[src/rtl/layer_priority_sort.sv]
// ============================================================================
// Module      : layer_priority_sort
// Description : Two-stage per-pixel layer sorter choosing the first and second
//               visible layers among OBJ, BG0-BG3 and the backdrop.
//               Optional feature macro: LAYER_SORT_SECOND_EN (second-layer search).
// Revision    : 1.0 - initial release
// ============================================================================
`default_nettype none

module layer_priority_sort #(
    parameter int PIPE_STAGES = 2
) (
    input  logic             clock,
    input  logic             reset,
    input  logic             in_valid,
    output logic             in_ready,
    input  logic [3:0][15:0] bg_color,
    input  logic [3:0][1:0]  bg_prio,
    input  logic [15:0]      obj_color,
    input  logic [1:0]       obj_prio,
    input  logic             obj_semi,
    input  logic [15:0]      bd_color,
    input  logic [4:0]       layer_en,
    input  logic [4:0]       win_effects,
    output logic             out_valid,
    input  logic             out_ready,
    output logic [19:0]      layer0,
    output logic [19:0]      layer1,
    output logic [15:0]      color0,
    output logic [15:0]      color1,
    output logic [4:0]       effects
);

    localparam int         NCAND   = 5;       // OBJ, BG0..BG3
    localparam logic [2:0] C_BD_ID   = 3'd5;
    localparam logic [5:0] C_BD_KEY  = 6'h3F;
    localparam logic [19:0] C_BD_DESC = 20'hD0000;

    generate
        if (PIPE_STAGES != 2) begin : g_bad_depth
            $error("layer_priority_sort: only PIPE_STAGES = 2 is supported");
        end
    endgenerate

    // ------------------------------------------------------------------
    // Candidate extraction; index 0 = OBJ, index n+1 = BGn
    // ------------------------------------------------------------------
    logic [NCAND-1:0]        w_mask;
    logic [NCAND-1:0][5:0]   w_key;
    logic [NCAND-1:0][14:0]  w_col;

    assign w_mask[0] = layer_en[4] & ~obj_color[15];
    assign w_key[0]  = {1'b0, obj_prio, 3'd0};
    assign w_col[0]  = obj_color[14:0];

    generate
        for (genvar n = 0; n < 4; n++) begin : g_bg
            assign w_mask[n+1] = layer_en[n] & ~bg_color[n][15];
            assign w_key[n+1]  = {1'b0, bg_prio[n], 3'(n + 1)};
            assign w_col[n+1]  = bg_color[n][14:0];
        end
    endgenerate

    // ------------------------------------------------------------------
    // Handshake
    // ------------------------------------------------------------------
    logic r_s1_valid;
    logic r_s2_valid;
    logic w_s1_adv;
    logic w_s2_adv;

    assign w_s2_adv = ~r_s2_valid | out_ready;
    assign w_s1_adv = ~r_s1_valid | w_s2_adv;
    assign in_ready = w_s1_adv;

    // ------------------------------------------------------------------
    // Stage 1 registers
    // ------------------------------------------------------------------
    logic [NCAND-1:0]        r_s1_mask;
    logic [NCAND-1:0][5:0]   r_s1_key;
    logic [NCAND-1:0][14:0]  r_s1_col;
    logic [14:0]             r_s1_bd;
    logic                    r_s1_semi;
    logic [4:0]              r_s1_fx;

    always_ff @(posedge clock or posedge reset) begin
        if (reset) begin
            r_s1_valid <= 1'b0;
            r_s1_mask  <= '0;
            r_s1_key   <= '0;
            r_s1_col   <= '0;
            r_s1_bd    <= '0;
            r_s1_semi  <= 1'b0;
            r_s1_fx    <= '0;
        end else if (w_s1_adv) begin
            r_s1_valid <= in_valid;
            if (in_valid) begin
                r_s1_mask <= w_mask;
                r_s1_key  <= w_key;
                r_s1_col  <= w_col;
                r_s1_bd   <= bd_color[14:0];
                r_s1_semi <= obj_semi;
                r_s1_fx   <= win_effects;
            end
        end
    end

    // ------------------------------------------------------------------
    // Stage 2 selection: backdrop seeds both slots so it fills any gap
    // ------------------------------------------------------------------
    logic [2:0] w_first_id;
    logic [5:0] w_first_key;

`ifdef LAYER_SORT_SECOND_EN
    logic [2:0] w_second_id;
    logic [5:0] w_second_key;

    always_comb begin
        w_first_id   = C_BD_ID;
        w_first_key  = C_BD_KEY;
        w_second_id  = C_BD_ID;
        w_second_key = C_BD_KEY;
        for (int c = 0; c < NCAND; c++) begin
            if (r_s1_mask[c]) begin
                if (r_s1_key[c] < w_first_key) begin
                    w_second_id  = w_first_id;
                    w_second_key = w_first_key;
                    w_first_id   = 3'(c);
                    w_first_key  = r_s1_key[c];
                end else if (r_s1_key[c] < w_second_key) begin
                    w_second_id  = 3'(c);
                    w_second_key = r_s1_key[c];
                end
            end
        end
    end
`else
    always_comb begin
        w_first_id  = C_BD_ID;
        w_first_key = C_BD_KEY;
        for (int c = 0; c < NCAND; c++) begin
            if (r_s1_mask[c] && (r_s1_key[c] < w_first_key)) begin
                w_first_id  = 3'(c);
                w_first_key = r_s1_key[c];
            end
        end
    end
`endif

    function automatic logic [19:0] f_desc(
        input logic [2:0]            id,
        input logic [NCAND-1:0][5:0] key,
        input logic                  semi
    );
        logic [19:0] d;
        d = '0;
        if (id == C_BD_ID) begin
            d = C_BD_DESC;
        end else if (id == 3'd0) begin
            d[19:18] = key[0][4:3];
            d[17]    = 1'b1;
            d[13]    = semi;
        end else begin
            d[19:18] = key[id][4:3];
            d[9:8]   = 2'(id - 3'd1);
        end
        return d;
    endfunction

    function automatic logic [15:0] f_col(
        input logic [2:0]             id,
        input logic [NCAND-1:0][14:0] col,
        input logic [14:0]            bd
    );
        return (id == C_BD_ID) ? {1'b0, bd} : {1'b0, col[id]};
    endfunction

    // ------------------------------------------------------------------
    // Stage 2 registers (output bundle)
    // ------------------------------------------------------------------
    logic [19:0] r_layer0;
    logic [19:0] r_layer1;
    logic [15:0] r_color0;
    logic [15:0] r_color1;
    logic [4:0]  r_effects;

    always_ff @(posedge clock or posedge reset) begin
        if (reset) begin
            r_s2_valid <= 1'b0;
            r_layer0   <= '0;
            r_layer1   <= '0;
            r_color0   <= '0;
            r_color1   <= '0;
            r_effects  <= '0;
        end else if (w_s2_adv) begin
            r_s2_valid <= r_s1_valid;
            if (r_s1_valid) begin
                r_layer0  <= f_desc(w_first_id, r_s1_key, r_s1_semi);
                r_color0  <= f_col(w_first_id, r_s1_col, r_s1_bd);
                r_effects <= r_s1_fx;
`ifdef LAYER_SORT_SECOND_EN
                r_layer1  <= f_desc(w_second_id, r_s1_key, r_s1_semi);
                r_color1  <= f_col(w_second_id, r_s1_col, r_s1_bd);
`else
                r_layer1  <= C_BD_DESC;
                r_color1  <= {1'b0, r_s1_bd};
`endif
            end
        end
    end

    assign out_valid = r_s2_valid;
    assign layer0    = r_layer0;
    assign layer1    = r_layer1;
    assign color0    = r_color0;
    assign color1    = r_color1;
    assign effects   = r_effects;

    // Backdrop transparency bit carries no meaning here
    logic w_unused;
    assign w_unused = bd_color[15];

endmodule

`default_nettype wire

[config.mk]
export PLATFORM = sky130hd
export DESIGN_NAME = layer_priority_sort
export DESIGN_NICKNAME = d
export VERILOG_FILES = /design/src/rtl/layer_priority_sort.sv
export SDC_FILE = /design/constraint.sdc
export NUM_CORES = 1
export LEC_CHECK = 0
export ABC_AREA = 1
export ABC_CLOCK_PERIOD_IN_PS = 6600
export CAP_MARGIN = 40
export CORE_MARGIN = 8
export CORE_UTILIZATION = 39
export DETAILED_ROUTE_END_ITERATION = 12
export PLACE_DENSITY = 0.65
export SLEW_MARGIN = 10
export SYNTH_ARGS = -nofsm -noshare
export SYNTH_HDL_FRONTEND = slang
export SYNTH_SLANG_ARGS = --single-unit
export TNS_END_PERCENT = 100
[constraint.sdc]
create_clock -name clock -period 6.6 [get_ports clock]
set_input_delay 1.32 -clock clock [delete_from_list [all_inputs] [get_ports clock]]
set_output_delay 1.32 -clock clock [all_outputs]
set_load 0.01 [all_outputs]
## Yosys cells after proc, flatten, opt, wreduce, memory -nomap -nowiden

Cells that the tools add are included.
W data, S select, Z words.

| word-level totals | value |
|---|---|
| flip-flop bits (word level) | 164 |
| input bits | 121 |
| logic and storage cells | 73 |

| cells by class | value |
|---|---|
| $add $sub $neg | 1 |
| $lt $le $gt $ge | 6 |
| eq/ne operators | 1 |
| mux-type cells | 22 |
| bitwise operators | 14 |
| reductions and logical operators | 8 |

Operator list:

| cell | number |
|---|---|
| $bmux W15 S3 | 1 |
| $mux W15 | 2 |
| $lt A5 B6 Y1 | 4 |
| $mux W6 | 4 |
| $mux W3 | 7 |
| $bmux W6 S3 | 1 |
| $not A1 Y1 | 7 |
| $lt A5 B6 Y1 const B | 1 |
| $mux W2 | 3 |
| $and A1 B1 Y1 | 5 |
| $logic_and A1 B1 Y1 | 5 |
| $mux W5 | 1 |
| $lt A3 B4 Y1 const B | 1 |
| $reduce_and A2 Y1 | 2 |
| $eq A3 B3 Y1 const B | 1 |
| $logic_not A3 Y1 | 1 |
| $mux W1 | 3 |
| $or A1 B1 Y1 | 2 |
| $sub A2 B1 Y2 const B | 1 |

## Longest topological paths before layout

Gate-level depths: netlist (run 1).

| logic depth | value |
|---|---|
| depth in word-level cells | 19 |
| gate-level depth with buffers | 36 |

## Worst setup path after synthesis (run 1)

OpenSTA, ideal clock, no wires.

| timing path | value |
|---|---|
| kind | reg2reg |
| start point | register r_s1_key[4] in the netlist's numbering |
| end point | register r_color0[10] (netlist: color0[10]) |
| data arrival time | 3.894 ns |
| required time | 6.479 ns |
| slack | 2.585 ns |
| cell stages (with the launch flop) | 33 |
| path buffers | 2 |
| clock period less this slack | 4.015 ns |
| path through | dfrtp_1 inv_1 nand2_1 nand2_1 nand2_2 nand2_4 nand2_1 ha_1 a21o_1 a21oi_1 nand2_1 nand2_2 nand2_4 o21ai_0 ha_1 o21a_1 o21ai_0 nand2_1 nand2_1 nand2_2 nand2_1 o21ai_0 ha_1 a21oi_1 nor2_2 a211oi_4 nand2_4 buf_12 buf_12 nand4_2 o211ai_2 nand2_2 a21oi_2 |

| between the ends | value |
|---|---|
| cells in the longest elaborated chain, start to end | 18 |

RTL lines:

| element | RTL line | RTL |
|---|---|---|
| start: declaration | 80 | `logic [NCAND-1:0][5:0] r_s1_key;` |
| start signal: assignment | 99 | `r_s1_key <= w_key;` |
| $lt A5 B6 Y1 | 142 | `if (r_s1_mask[c] && (r_s1_key[c] < w_first_key)) begin` |
| $logic_and A1 B1 Y1 | 142 |  |
| $mux W6 | 142 |  |
| $lt A5 B6 Y1 | 142 |  |
| $logic_and A1 B1 Y1 | 142 |  |
| $mux W6 | 142 |  |
| $lt A5 B6 Y1 | 142 |  |
| $logic_and A1 B1 Y1 | 142 |  |
| [2 not listed] | n/a |  |
| $logic_and A1 B1 Y1 | 142 |  |
| $mux W6 | 142 |  |
| $lt A5 B6 Y1 | 142 |  |
| $logic_and A1 B1 Y1 | 142 |  |
| $mux W3 * | 142 |  |
| $bmux W15 S3 | 175 | `return (id == C_BD_ID) ? {1'b0, bd} : {1'b0, col[id]};` |
| $mux W15 (not written as such) | 175 |  |
| $mux W15 * | 175 |  |
| end signal: assignment | 199 | `r_color0 <= f_col(w_first_id, r_s1_col, r_s1_bd);` |
| end: declaration | 183 | `logic [15:0] r_color0;` |

Mark *: on every way between the ends. The rest lies on a longest branch, timed or not. The select of a mux whose other input is x is not followed.
A chain may end at the register's enable or synchronous reset.

## Worst setup path in the final report (run 1)

| timing path | value |
|---|---|
| start point | register r_s1_key[4] in the netlist's numbering |
| end point | register r_layer0[13] (netlist: layer0[13]) |

| between the ends | value |
|---|---|
| cells in the longest elaborated chain, start to end | 18 |

RTL lines:

| element | RTL line | RTL |
|---|---|---|
| $lt A5 B6 Y1 | 142 |  |
| $logic_and A1 B1 Y1 | 142 |  |
| $mux W6 | 142 |  |
| $lt A5 B6 Y1 | 142 |  |
| $logic_and A1 B1 Y1 | 142 |  |
| $mux W6 | 142 |  |
| $lt A5 B6 Y1 | 142 |  |
| $logic_and A1 B1 Y1 | 142 |  |
| [2 not listed] | n/a |  |
| $logic_and A1 B1 Y1 | 142 |  |
| $mux W6 | 142 |  |
| $lt A5 B6 Y1 | 142 |  |
| $logic_and A1 B1 Y1 | 142 |  |
| $mux W3 * | 142 |  |
| $logic_not A3 Y1 | 159 | `end else if (id == 3'd0) begin` |
| $mux W1 | 159 |  |
| $mux W1 * | 157 | `if (id == C_BD_ID) begin` |
| end signal: assignment | 198 | `r_layer0 <= f_desc(w_first_id, r_s1_key, r_s1_semi);` |
| end: declaration | 181 | `logic [19:0] r_layer0;` |

Mark *: on every way between the ends. The rest lies on a longest branch, timed or not.

==> summary.md, run 1 <==
| Metric | Value |
|---|---|
| Setup Buffers After CTS | `0` |
| Crit end category | `flop` |
| Vias per inst | `~4.6` |
| Final setup violation count | `0` |
| I/O Buffers | `~170` |
| Fmax | `roughly 200 MHz` |
| First DRT Iteration DRCs | `~380` |
| Vias in the first global route | `about 6.3k` |
| Synth top area cells | `dfrtp_1 (50%), nand2_1 (19%), buf_4 (3.4%)` |
| Status | `complete, no violations` |
| Via count | `about 6.2k` |
| Initial antenna violation count | `0` |
| Hold path endpoint | `effects[0]` |
| Worst Path Required | `just under 7000 ps` |
| Crit-path max cell delay | `approximately 440 ps` |
| Top-Level Pins | `200` |
| CP startpoint kind | `flop` |
| GP Congestion | `slightly below 0.8` |
| Cell type with the largest total area after synthesis | `dfrtp_1` |
| Top FF cell, synth | `dfrtp_1` |
| DRT met1 WL | `9178 um` |
| Number of synthesized flops with an enable pin | `0` |
| Layout cells sized above 1 | `0.1099` |
| Synth Instances | `around 920` |
| Post-route antenna net violation count | `0` |
| Final period util | `0.7576` |
| FF-to-FF path depth | `32` |
| Netlist cell types | `46` |
| Hold crit path type | `reg2reg` |
| Top routing layer in use | `met4` |
| Met3 routed WL | `~1400 um` |
| DRC errors left | `0` |
| Routed len/inst | `15.44 um` |
| Sum Neg Setup Slack | `0 ps` |
| Asr flop ratio synth | `1.000` |
| Initial Utilization | `0.3986` |
| Commonest cells post-synth | `nand2_1 (395), dfrtp_1 (157), nor2_1 (60), inv_1 (45), buf_4 (35)` |
| Max IR drop VDD | `between 0.00015 and 0.0002 V` |
| Pin count of the biggest net entering global routing | `84` |
| Clock transition at path regs | `~60 ps` |
| Cell Area, Synth | `7782 um2` |
| RSZ-0062 raised after global routing | `no` |
| DP Cell Count | `roughly 1.3k` |
| Fillers | `between 1.5k and 2k` |
| Site row count | `51` |
| Tot GR Track Use | `0.1721` |
| Hold path cells | `2` |
| TritonCTS Sinks | `approximately 160` |
| #FFs+latches synth | `approximately 160` |
| Non-Filler Instances | `approximately 1.3k` |
| Met2 WL | `between 9000 and 10000 um` |
| Area Growth Syn to Fin | `29.34%` |
| First-pass GRT wire length | `approximately 33000 um` |
| Slowest cell on crit path | `nor2_4` |
| Die area | `around 25000 um2` |
| Core ar. | `a little under 20000 um2` |
| Final instance area | `10070 um2` |
| FF-to-FF End | `layer0[13]` |
| Num CTS Buffers | `17` |
| YS warnings | `0` |
| Clock Latency Late Sink | `approximately 430 ps` |
| Max-slew headroom | `0.4501` |
| Pwr/cell area | `328.7 nW/um2` |
| Max-cap viol count | `0` |
| Pleak | `around 5.0 nW` |
| Final wirelength | `20810 um` |
| Cts repair resizes | `0` |
| CTS tree | `built` |
| Most Frequent Cell on Critical Path | `nand2_1` |
| Critical Path AT | `about 5400 ps` |
| FF-to-FF setup slack | `approximately 1600 ps` |
| HP Start | `r_s1_fx[0]` |
| Reg2reg start | `r_s1_key[4]` |
| Antenna diodes | `0` |
| Post-synthesis sequential area ratio | `0.5048` |
| Critical path type | `reg2reg` |
| Crit-path max FO | `23` |
| Total iterations of the first detailed-routing run | `5` |
| Syn avg cell area | `approximately 8.4 um2` |
| Dpl cell area | `between 9000 and 10000 um2` |
| Synth top area share | `0.5048` |
| Die X | `between 150 and 200 um` |
| Bufs on Longest Clock Path | `2` |
| Fin nets | `1198` |
| CTS root buffer | `clkbuf_16` |
| Dpl hpwl | `roughly 15000 um` |
| Clock Skews | `between 8 and 9 ps` |
| GRT overflow | `0` |
| # hold bufs at CTS | `0` |
| Most frequent cell after synthesis | `nand2_1` |
| Worst Tran Pin Value | `about 820 ps` |
| Minimum clock period | `5000 ps` |
| Final count of pins violating max slew | `0` |
| CTS HTree Levels | `4` |
| Die height | `157.3 um` |
| Final Hold Fails | `0` |
[layout by cell type (no fill, tap or decap), drive strengths merged]
cell type | netlist | routed
a31oi | 1 | 1
o211ai | 12 | 12
nor2 | 63 | 63
or2 | 3 | 3
nor3b | 1 | 1
conb | 1 | 32
buf | 49 | 7
nand2 | 427 | 427
a21oi | 20 | 20
clkdlybuf4s50 | 0 | 166
nand4 | 16 | 16
o31ai | 1 | 1
inv | 49 | 54
a211oi | 1 | 1
clkinvlp | 0 | 5
o21a | 1 | 1
clkbuf | 27 | 17
dfrtp | 157 | 157
clkinv | 1 | 5
o21ai | 33 | 33
a21boi | 11 | 11
a21o | 1 | 1
nand3 | 20 | 20
nand3b | 7 | 7
mux2i | 13 | 13
nor3 | 1 | 1
bufinv | 0 | 1
ha | 7 | 7
[cells by family after synthesis]
| group | synth area share |
|---|---|
| and+or+nand+nor | 0.3018 |
| DFF | 0.5048 |
| buffers and inverters | 0.08971 |
| AOI/OAI and AO/OA | 0.07524 |
| muxes | 0.01672 |
| adders and majority gates | 0.01125 |
| other | 0.0004819 |
[cell type report]
class                           instances  area [um2]  share of cell area
Multi-Input combinational cell        671        3279              0.3258
Clock inverter                         15       136.4             0.01355
Tap cell                              265       331.6             0.03294
Sequential cell                       157        3929              0.3903
Timing Repair Buffer                  173        1762              0.1750
Inverter                               50       202.7             0.02014
Clock buffer                           17       425.4             0.04226
[stage by stage]
step                        util  worst slack (ps)  hold slack (ps)  total power, mW
after floorplan                -              1045            442.2            1.951
after global placement    0.4831              1659            447.5            2.366
after detailed placement  0.4867              1599            455.3            2.389
after CTS                 0.5155              1574            471.4            3.356
after global routing      0.5155              1091            487.2            3.521
final                     0.5155              1600            470.6            3.308
[state kept, by name, indices dropped and copies added (netlist names)]
register,cells
r_s1_key,11
effects,5
r_s1_bd,15
r_s1_col,75
r_s1_fx,5
color0,15
r_s1_semi,1
layer0,7
color1,15
out_valid,1
r_s1_valid,1
layer1,1
r_s1_mask,5
[worst max-delay path, delay by kind of cell (launching register included)]
family,cells,cell delay (ps)
flops,1,360
buf+inv,3,380
fa+ha+maj,3,790
compound gates,7,950
simple gates,19,2450
[layer usage]
layer,vias up,track usage
li1,3129,-
met1,2916,0.2165
met2,165,0.2817
met3,21,0.05045
met4,0,0.05032
met5,-,0
[power by group]
group	internal [mW]	total (mW)	switching (mW)	leakage [nW]
logic	0.475	1.08	0.600	2.79
clock network	0.524	0.952	0.428	0.266
registers	1.16	1.28	0.119	1.91
[how the worst max path moves through the flow]
stage                            start          to  slack (ps)  depth (start not counted)
after floorplan                  reset   color0[0]        1050                          1
after global placement     r_s1_key[4]  layer0[13]        1660                         32
after detailed placement   r_s1_key[4]  layer0[13]        1600                         32
after global routing      r_s1_mask[0]  layer0[13]        1090                         31
after CTS                  r_s1_key[4]  layer0[13]        1570                         32
final                      r_s1_key[4]  layer0[13]        1600                         32
(Power assumes the default switching activity.)
==> run 2, diff against run 1 <==
--- a/config.mk
+++ b/config.mk
@@ -6,12 +6,12 @@
 export NUM_CORES = 1
 export LEC_CHECK = 0
 export ABC_AREA = 1
-export ABC_CLOCK_PERIOD_IN_PS = 6600
+export ABC_CLOCK_PERIOD_IN_PS = 4050
 export CAP_MARGIN = 40
 export CORE_MARGIN = 8
 export CORE_UTILIZATION = 39
 export DETAILED_ROUTE_END_ITERATION = 12
-export PLACE_DENSITY = 0.65
+export PLACE_DENSITY = 0.68
 export SLEW_MARGIN = 10
 export SYNTH_ARGS = -nofsm -noshare
 export SYNTH_HDL_FRONTEND = slang
==> constraint.sdc (replaced) <==
create_clock -name clock -period 4.05 [get_ports clock]
set_input_delay 0.81 -clock clock [delete_from_list [all_inputs] [get_ports clock]]
set_output_delay 0.81 -clock clock [all_outputs]
set_load 0.01 [all_outputs]
==> run 2 against run 1 <==
The run now ends with negative setup slack left. Design area increased by 7.2%. Die area unchanged. Fmax increased by 19%. Cell count increased by 4.2%. Global-route usage increased by 0.76 points. Clock skew decreased by 1.5 ps. Worst hold slack improved by 2.9 ps. Via count increased by 4.4%. Clock power increased by 84%. Critical path type unchanged. Critical endpoint is now color0[8]. Largest power group unchanged.
==> summary.md, run 2 (synthesized netlist as in run 1, its figures left out) <==
| Metric | Value |
|---|---|
| Int Pwr | `3.975 mW` |
| Vias in the first global route | `around 6.6k` |
| Final wirelength | `22000 um` |
| First DRT Iteration DRCs | `roughly 290` |
| Initial antenna violation count | `1` |
| Crit-path max cell delay | `430 ps` |
| Post-route antenna net violation count | `0` |
| Slowest cell on crit path | `dfrtp_2` |
| Pin count of the biggest net entering global routing | `75` |
| DRC errors left | `0` |
| GP Congestion | `about 0.82` |
| Fillers | `between 1.5k and 2k` |
| Crit-path max FO | `7` |
| Pwr/cell area | `around 550 nW/um2` |
| I/O Buffers | `roughly 170` |
| CTS HTree Levels | `4` |
| Pre-CTS setup slack | `-283.1 ps` |
| Leading cell types in the layout, fill and taps excluded | `nand2_1 (383), clkdlybuf4s50_1 (166), dfrtp_1 (156)` |
| FF-to-FF End | `color0[8]` |
| Clock Latency Late Sink | `approximately 420 ps` |
| Routed len/inst | `roughly 16 um` |
| Sw Pwr | `between 1.5 and 2 mW` |
| Dpl cell area | `9818 um2` |
| Clock transition at path regs | `about 60 ps` |
| Die X | `157.3 um` |
| Area Growth Syn to Fin | `38.68%` |
| Antenna diodes | `0` |
| Status | `complete, but fails checks` |
| Hold crit path type | `reg2reg` |
| Sw frac | `0.3276` |
| Core ar. | `slightly below 20000 um2` |
| Initial Utilization | `0.3986` |
| Layout cells sized above 1 | `0.1817` |
| GRT overflow | `0` |
| Reg2reg start | `r_s1_mask[0]` |
| Die height | `roughly 160 um` |
| Crit end category | `flop` |
| Largest register by flop count | `r_s1_col` |
| Hold path endpoint | `effects[3]` |
| Max IR drop VDD | `approximately 0.00034 V` |
| Vias per inst | `4.635` |
| Final Hold Fails | `0` |
| Worst Tran Pin Value | `between 700 and 800 ps` |
| Final period util | `1.035` |
| Site row count | `51` |
| TritonCTS Sinks | `approximately 160` |
| First-pass GRT wire length | `around 35000 um` |
| Final setup violation count | `18` |
| Clk pwr share | `0.297` |
| Critical Path AT | `approximately 4500 ps` |
| Violated checks | `negative setup slack` |
| Hold path cells | `2` |
| Final instance area | `between 10000 and 15000 um2` |
| Final count of pins violating max slew | `0` |
| Non-Filler Instances | `1404` |
| Most Frequent Cell on Critical Path | `nand2_1` |
| Total iterations of the first detailed-routing run | `5` |
| Via count | `6508` |
| CP startpoint kind | `flop` |
| Most common cell after layout, fill and taps aside | `nand2_1` |
| Pleak | `~5.3 nW` |
| Max reg flops | `75` |
| RSZ-0062 raised after global routing | `yes` |
| Clock Skews | `around 7.3 ps` |
| Dpl hpwl | `15550 um` |
| Num CTS Buffers | `17` |
| DP Cell Count | `approximately 1.4k` |
| Max-cap viol count | `0` |
| Top-Level Pins | `200` |
| Post-layout util | `0.5527` |
| Die area | `between 20000 and 25000 um2` |
| Bufs on Longest Clock Path | `2` |
| Tot GR Track Use | `0.1796` |
| Flop pwr share | `0.354` |
| Max-slew headroom | `0.4808` |
| Worst Path Required | `approximately 4400 ps` |
| Fin nets | `approximately 1.3k` |
| CTS tree | `built` |
| Minimum clock period | `between 4000 and 5000 ps` |
| Slack of the critical path | `-140.4 ps` |
| FF-to-FF path depth | `36` |
| # hold bufs at CTS | `0` |
| FF-to-FF setup slack | `-140 ps` |
| Critical path type | `reg2reg` |
| CTS root buffer | `clkbuf_16` |
| Gate power share | `0.349` |
| Fmax | `roughly 240 MHz` |
| HP Start | `r_s1_fx[3]` |
-- run 2: critical path: cells and delay by family, from the launching register on --
| family | cells | cell delay (ps) |
|---|---|---|
| AND/OR/NAND/NOR | 19 | 1500 |
| buffers and inverters | 9 | 830 |
| flip-flops | 1 | 430 |
| adder cells (fa/ha/maj) | 3 | 710 |
| AO/OA/AOI/OAI | 5 | 610 |
-- run 2: final cells by class --
class / count / area [um2] / share of cell area
Sequential cell: 157 / 3930 / 0.3641
Multi-Input combinational cell: 672 / 3438 / 0.3186
Timing Repair Buffer: 228 / 2240 / 0.2075
Clock buffer: 19 / 432.9 / 0.04011
Tap cell: 265 / 331.6 / 0.03072
Clock inverter: 13 / 211.5 / 0.01959
Inverter: 50 / 209.0 / 0.01936
-- run 2: what timing repair did --
action,4_1_cts,5_1_grt
setup endpoints to repair,21,22
resized for setup,31,29
cloned,0,1
pin swaps,22,21
setup buffers,6,9
endpoints found under the hold margin,0,0
-- run 2: how the worst max path moves through the flow --
stage                  from         end  slack, ps  cells past startpoint
3_5_place_dp    r_s1_key[4]  layer0[13]       -280                     33
4_1_cts        r_s1_mask[0]   color0[8]       -100                     35
6_report       r_s1_mask[0]   color0[8]       -140                     36
2_1_floorplan   r_s1_key[4]  color0[10]         30                     32
5_1_grt        r_s1_mask[0]   color0[8]       -480                     35
3_3_place_gp   r_s1_mask[0]   color0[6]       -250                     31
-- run 2: per-stage QoR --
stage               hold slack (ps)  power, mW  setup TNS, ps
finish                        473.4      5.913          -1560
floorplan                     442.2      3.179              0
CTS                           478.4      5.891         -652.2
global placement              451.5      3.996          -4482
detailed placement            464.4      4.032          -5101
global route                  494.5      6.283          -8710
-- run 2: power by group through the flow --
stage / Sequential (mW) / Clock (mW) / Combinational (mW)
floorplan: 2.16 / 0 / 1.02
global placement: 2.10 / 0 / 1.89
detailed placement: 2.11 / 0 / 1.92
CTS: 2.09 / 1.79 / 2.01
global route: 2.14 / 1.86 / 2.28
finish: 2.09 / 1.75 / 2.06
-- run 2: metal layers --
layer | part of all wire | vias to the layer above | global-route usage
li1 | - | 3232 | -
met1 | 0.43 | 3074 | 0.2259
met2 | 0.49 | 184 | 0.2990
met3 | 0.070 | 16 | 0.05347
met4 | 0.0074 | 2 | 0.04080
met5 | 0.00059 | - | 0
==> edit 1: new RTL, settings of run 1 <==
The option `LAYER_SORT_SECOND_EN` is turned on by a define.
--- a/src/rtl/layer_priority_sort.sv
+++ b/src/rtl/layer_priority_sort.sv
@@ -6,6 +6,8 @@
 // Revision    : 1.0 - initial release
 // ============================================================================
 `default_nettype none
+
+`define LAYER_SORT_SECOND_EN
 
 module layer_priority_sort #(
     parameter int PIPE_STAGES = 2
Function: changed (Yosys sat finds a counterexample within 4 cycles, from zero or initial values and one cycle with reset high).
==> edit 1 against run 1 <==
Total power rose by 23%; sequential cell count increased by 6; non-clock buffer count rose by 46; clock power rose by 3.4%; combinational power rose by 58%; design area grew 18%; synthesized area increased by 18%; worst setup slack worse by 1.0 ns; synthesized cell count grew 35%; die area up 16%; wire length grew 40%; critical path depth is 3 higher; sequential share of layout area fell by 4.8 points; critical endpoint is now color1[5].
==> edit 1: results (changes against run 1) <==
- Worst setup margin: 0.587 ns (-1.01 ns)
- Vias in the first global route: 8850 (+39%)
- Metal3 WL: 1810 um (+26%)
- GR Util met3: 5.16% (+0.12 points)
- Synth top cells by count: 481 x nand2_1, 163 x dfrtp_1, 96 x nand3_1
- Met2 Resource Use GR: 34.8% (+6.7 points)
- First-pass GRT wire length: 46500 um (+41%)
- Metal-1 WL: 12300 um (+34%)
- Layout cells sized above 1: 8.65% (-2.3 points)
- DRT Wirelength: 29200 um (+40%)
- Port-buffer cells: 170 (+2.4%)
- Post-DR vias/cell: 4.92 (+6.3%)
- Dpl ws: 0.436 ns (-1.16 ns)
- Hpwl dp: 21500 um (+46%)
- Outcome: finished clean
- Routability-driven placement congestion ratio: 0.866 (+12%)
- Clock power share: 24.1% (-4.7 points)
- Storage cell area: 0.00408 mm^2 (+3.8%)
- Power share of the sequential group: 34.1% (-4.6 points)
- Maximum VDD drop: 0.168 mV (-7.8%)
- Synth unique cells: 44 (-4.3%)
- Hold WS: 0.475 ns (+0.00487 ns)
- Placement Cell Area: 0.0113 mm^2 (+19%)
- Net Sw Frac: 38.4% (+3.7 points)
- Synth top area share: 44.3% (-6.2 points)
- Nets: 1562 (+30%)
- Slowest stage delay, CP: 0.46 ns (+0.02 ns)
- Met2 Wirelength: 14500 um (+46%)
- Routing usage on met1: 25.2% (+3.5 points)
- Post-Layout Cell Count: 1753 (+30%)
- Hold Crit Endpoint: effects[4]
- Average size of a mapped cell: 7.39 um^2 (-12%)
- Critical R2R Launch: r_s1_key[3]
- Crit path max fanout: 28 (+22%)
- Placed insts: 1721 (+31%)
- Pin count of the biggest net entering global routing: 90 (+7.1%)
- Lkg Pwr: 5.83 nW (+18%)
- FILL cells: 2323 (+20%)
- Critical path's slowest cell: dfrtp_1
- Top cells by area, synth: dfrtp_1 44%, nand2_1 20%, nand3_1 5.2%
edit 1: cell types whose count changed after synthesis, moves of 14 or more:
| cell | change |
|---|---|
| nand2_2 | -14 |
| a31oi_1 | +14 |
| inv_1 | +42 |
| nand3_1 | +78 |
| nand2_1 | +86 |
| o21ai_0 | +61 |
| a21oi_1 | +27 |
edit 1: cells by family (layout without fill, tap and decap cells):
| kind of cell | Yosys count | after routing | share of synthesized area, % |
|---|---|---|---|
| AOI/OAI and AO/OA | 187 | 187 | 11.3 |
| adders and majority gates | 20 | 20 | 2.72 |
| buffers and inverters | 187 | 348 | 10.1 |
| other | 1 | 28 | 0.0407 |
| and+or+nand+nor | 688 | 688 | 31.6 |
| DFF | 163 | 163 | 44.3 |
edit 1: final cells by class:
type / instances / area share, %
clock inverters: 11 / 0.977
multi-input cells: 923 / 36.2
well taps: 319 / 3.35
repair buffers: 219 / 18.2
inverters: 97 / 3.16
flip-flops and latches: 163 / 34.3
clock buffers: 21 / 3.87
==> edit 2: new RTL, settings of run 1 <==
Without the edit above. Make the reset (`reset`) synchronous in 2 clocked blocks.
--- a/src/rtl/layer_priority_sort.sv
+++ b/src/rtl/layer_priority_sort.sv
@@ -83,7 +83,7 @@
     logic                    r_s1_semi;
     logic [4:0]              r_s1_fx;
 
-    always_ff @(posedge clock or posedge reset) begin
+    always_ff @(posedge clock) begin
         if (reset) begin
             r_s1_valid <= 1'b0;
             r_s1_mask  <= '0;
@@ -184,7 +184,7 @@
     logic [15:0] r_color1;
     logic [4:0]  r_effects;
 
-    always_ff @(posedge clock or posedge reset) begin
+    always_ff @(posedge clock) begin
         if (reset) begin
             r_s2_valid <= 1'b0;
             r_layer0   <= '0;
Formal check against the unedited RTL: differs if reset is asserted again (counterexample within 4 cycles, from zero or initial values and one cycle with reset high); with reset held inactive, the same outputs for 4 cycles.
==> edit 2 against run 1 <==
First-iteration DRC count rose by 12%; sequential cell count did not move; synthesized area down 8.3%; design area is 7.7% lower; worst setup slack better by 0.081 ns; cell count fell by 0.82%; utilization grew 0.19 points; synthesized cell count rose by 4.8%; wire length rose by 3.6%; critical path type unchanged; critical endpoint is now color0[6]; highest routed layer unchanged.
Power is not compared: it rests on default switching activity, and its combinational part moved more than twofold at a synthesized area within 25%.
==> edit 2: results (changes against run 1) <==
- Slowest stage delay, CP: 0.43 ns
- Reg with most FFs: r_s1_col
- Crit path max-delay family: simple AND/OR/NAND/NOR gates
- Clk buf depth: 2 (unchanged)
- HP Class: reg2reg
- Via count of the routed design: 6485 (+4.1%)
- Hpwl dp: 15300 um (+4.2%)
- DRT Wirelength: 21600 um (+3.6%)
- First-pass GRT wire length: 33000 um (about the same)
- First-pass iteration count of the detailed router: 5 (unchanged)
- Hold Crit Endpoint: r_s1_col[70]
- Worst-skew pair later-pin latency: 0.43 ns (about the same)
- Placed insts: 1304 (-0.91%)
- RR Endpoint: color0[6]
- Htree depth: 4 (unchanged)
- Hold WS: 0.452 ns (-0.0181 ns)
- Critical R2R Launch: r_s1_mask[0]
- Post-Synth XOR/XNOR Area: 0% (unchanged)
- Ys Warns: 0 (unchanged)
- Port-buffer cells: 166 (unchanged)
- Main synth FF type: dfxtp_1
- FILL cells: 1793 (-7.3%)
- Synth unique cells: 38 (-17%)
- Crit path max fanout: 50 (+120%)
- Hold depth: 2 (unchanged)
- Routability-driven placement congestion ratio: 0.824 (+6.6%)
- Worst Path Arrival: 5.23 ns (-0.13 ns)
- Rel. slew slack: 41.9% (-3.1 points)
- Nets: 1222 (+2.0%)
- Number of DRC markers in iteration 0: 426 (+12%)
- Post-route clock skew: 0.00881 ns (-0.0000132 ns)
- Worst r2r path cells: 27 (-16%)
- Critical path's slowest cell: dfxtp_1
- Synth top cells by count: 240 x nor2_1, 157 x dfxtp_1, 133 x o21ai_0
- Layout cells sized above 1: 9.49% (-1.5 points)
- Vias in the first global route: 6100 (-3.9%)
- Placement Cell Area: 0.00872 mm^2 (-8.3%)
- Top cells by area, synth: dfxtp_1 44%, nor2_1 13%, o21ai_0 9.3%
- Final Cell Area: 0.00930 mm^2 (-7.7%)
- Average size of a mapped cell: 7.38 um^2 (-12%)
- Post-synth ARST share: 0% (-100 points)
- Routed len/inst: 16.1 um (+4.4%)
- Min-delay src: r_s1_col[70]
- Pin count of the biggest net entering global routing: 102 (+21%)
- Sequential area share after synthesis: 44.0% (-6.5 points)
- Post-synthesis compound-gate area fraction: 17.9% (+10 points)
- Post-synthesis adder-cell area fraction: 1.23% (+0.10 points)
- Multiplexer share of the synthesized area: 0% (-1.7 points)
- CTS root buf: clkbuf_16
- Outcome: finished clean
- Worst setup margin: 1.68 ns (+0.0807 ns)
- GRT Overall Usage: 18.7% (+1.5 points)
-- edit 2: metal layers --
layer | global-route usage, % | vias up | share of wire, %
met2 | 28.5 | 176 | 45
met1 | 24.8 | 2920 | 46
met3 | 5.26 | 23 | 6.9
met5 | 0 | - | 0
met4 | 6.14 | 0 | 1.8
li1 | - | 3366 | -
-- edit 2: layout make-up --
type	count	area share (%)
Multi-Input combinational cell	679	35.6
Sequential cell	157	33.8
Timing Repair Buffer	173	18.6
Clock buffer	18	4.62
Tap cell	229	3.08
Inverter	66	2.67
Clock inverter	14	1.57
Antenna cell	1	0.0269
-- edit 2: power by group --
part	total (mW)	internal [mW]	switching, mW
clock network	0.955	0.556	0.399
logic	0.445	0.190	0.255
registers	1.05	1.02	0.0357
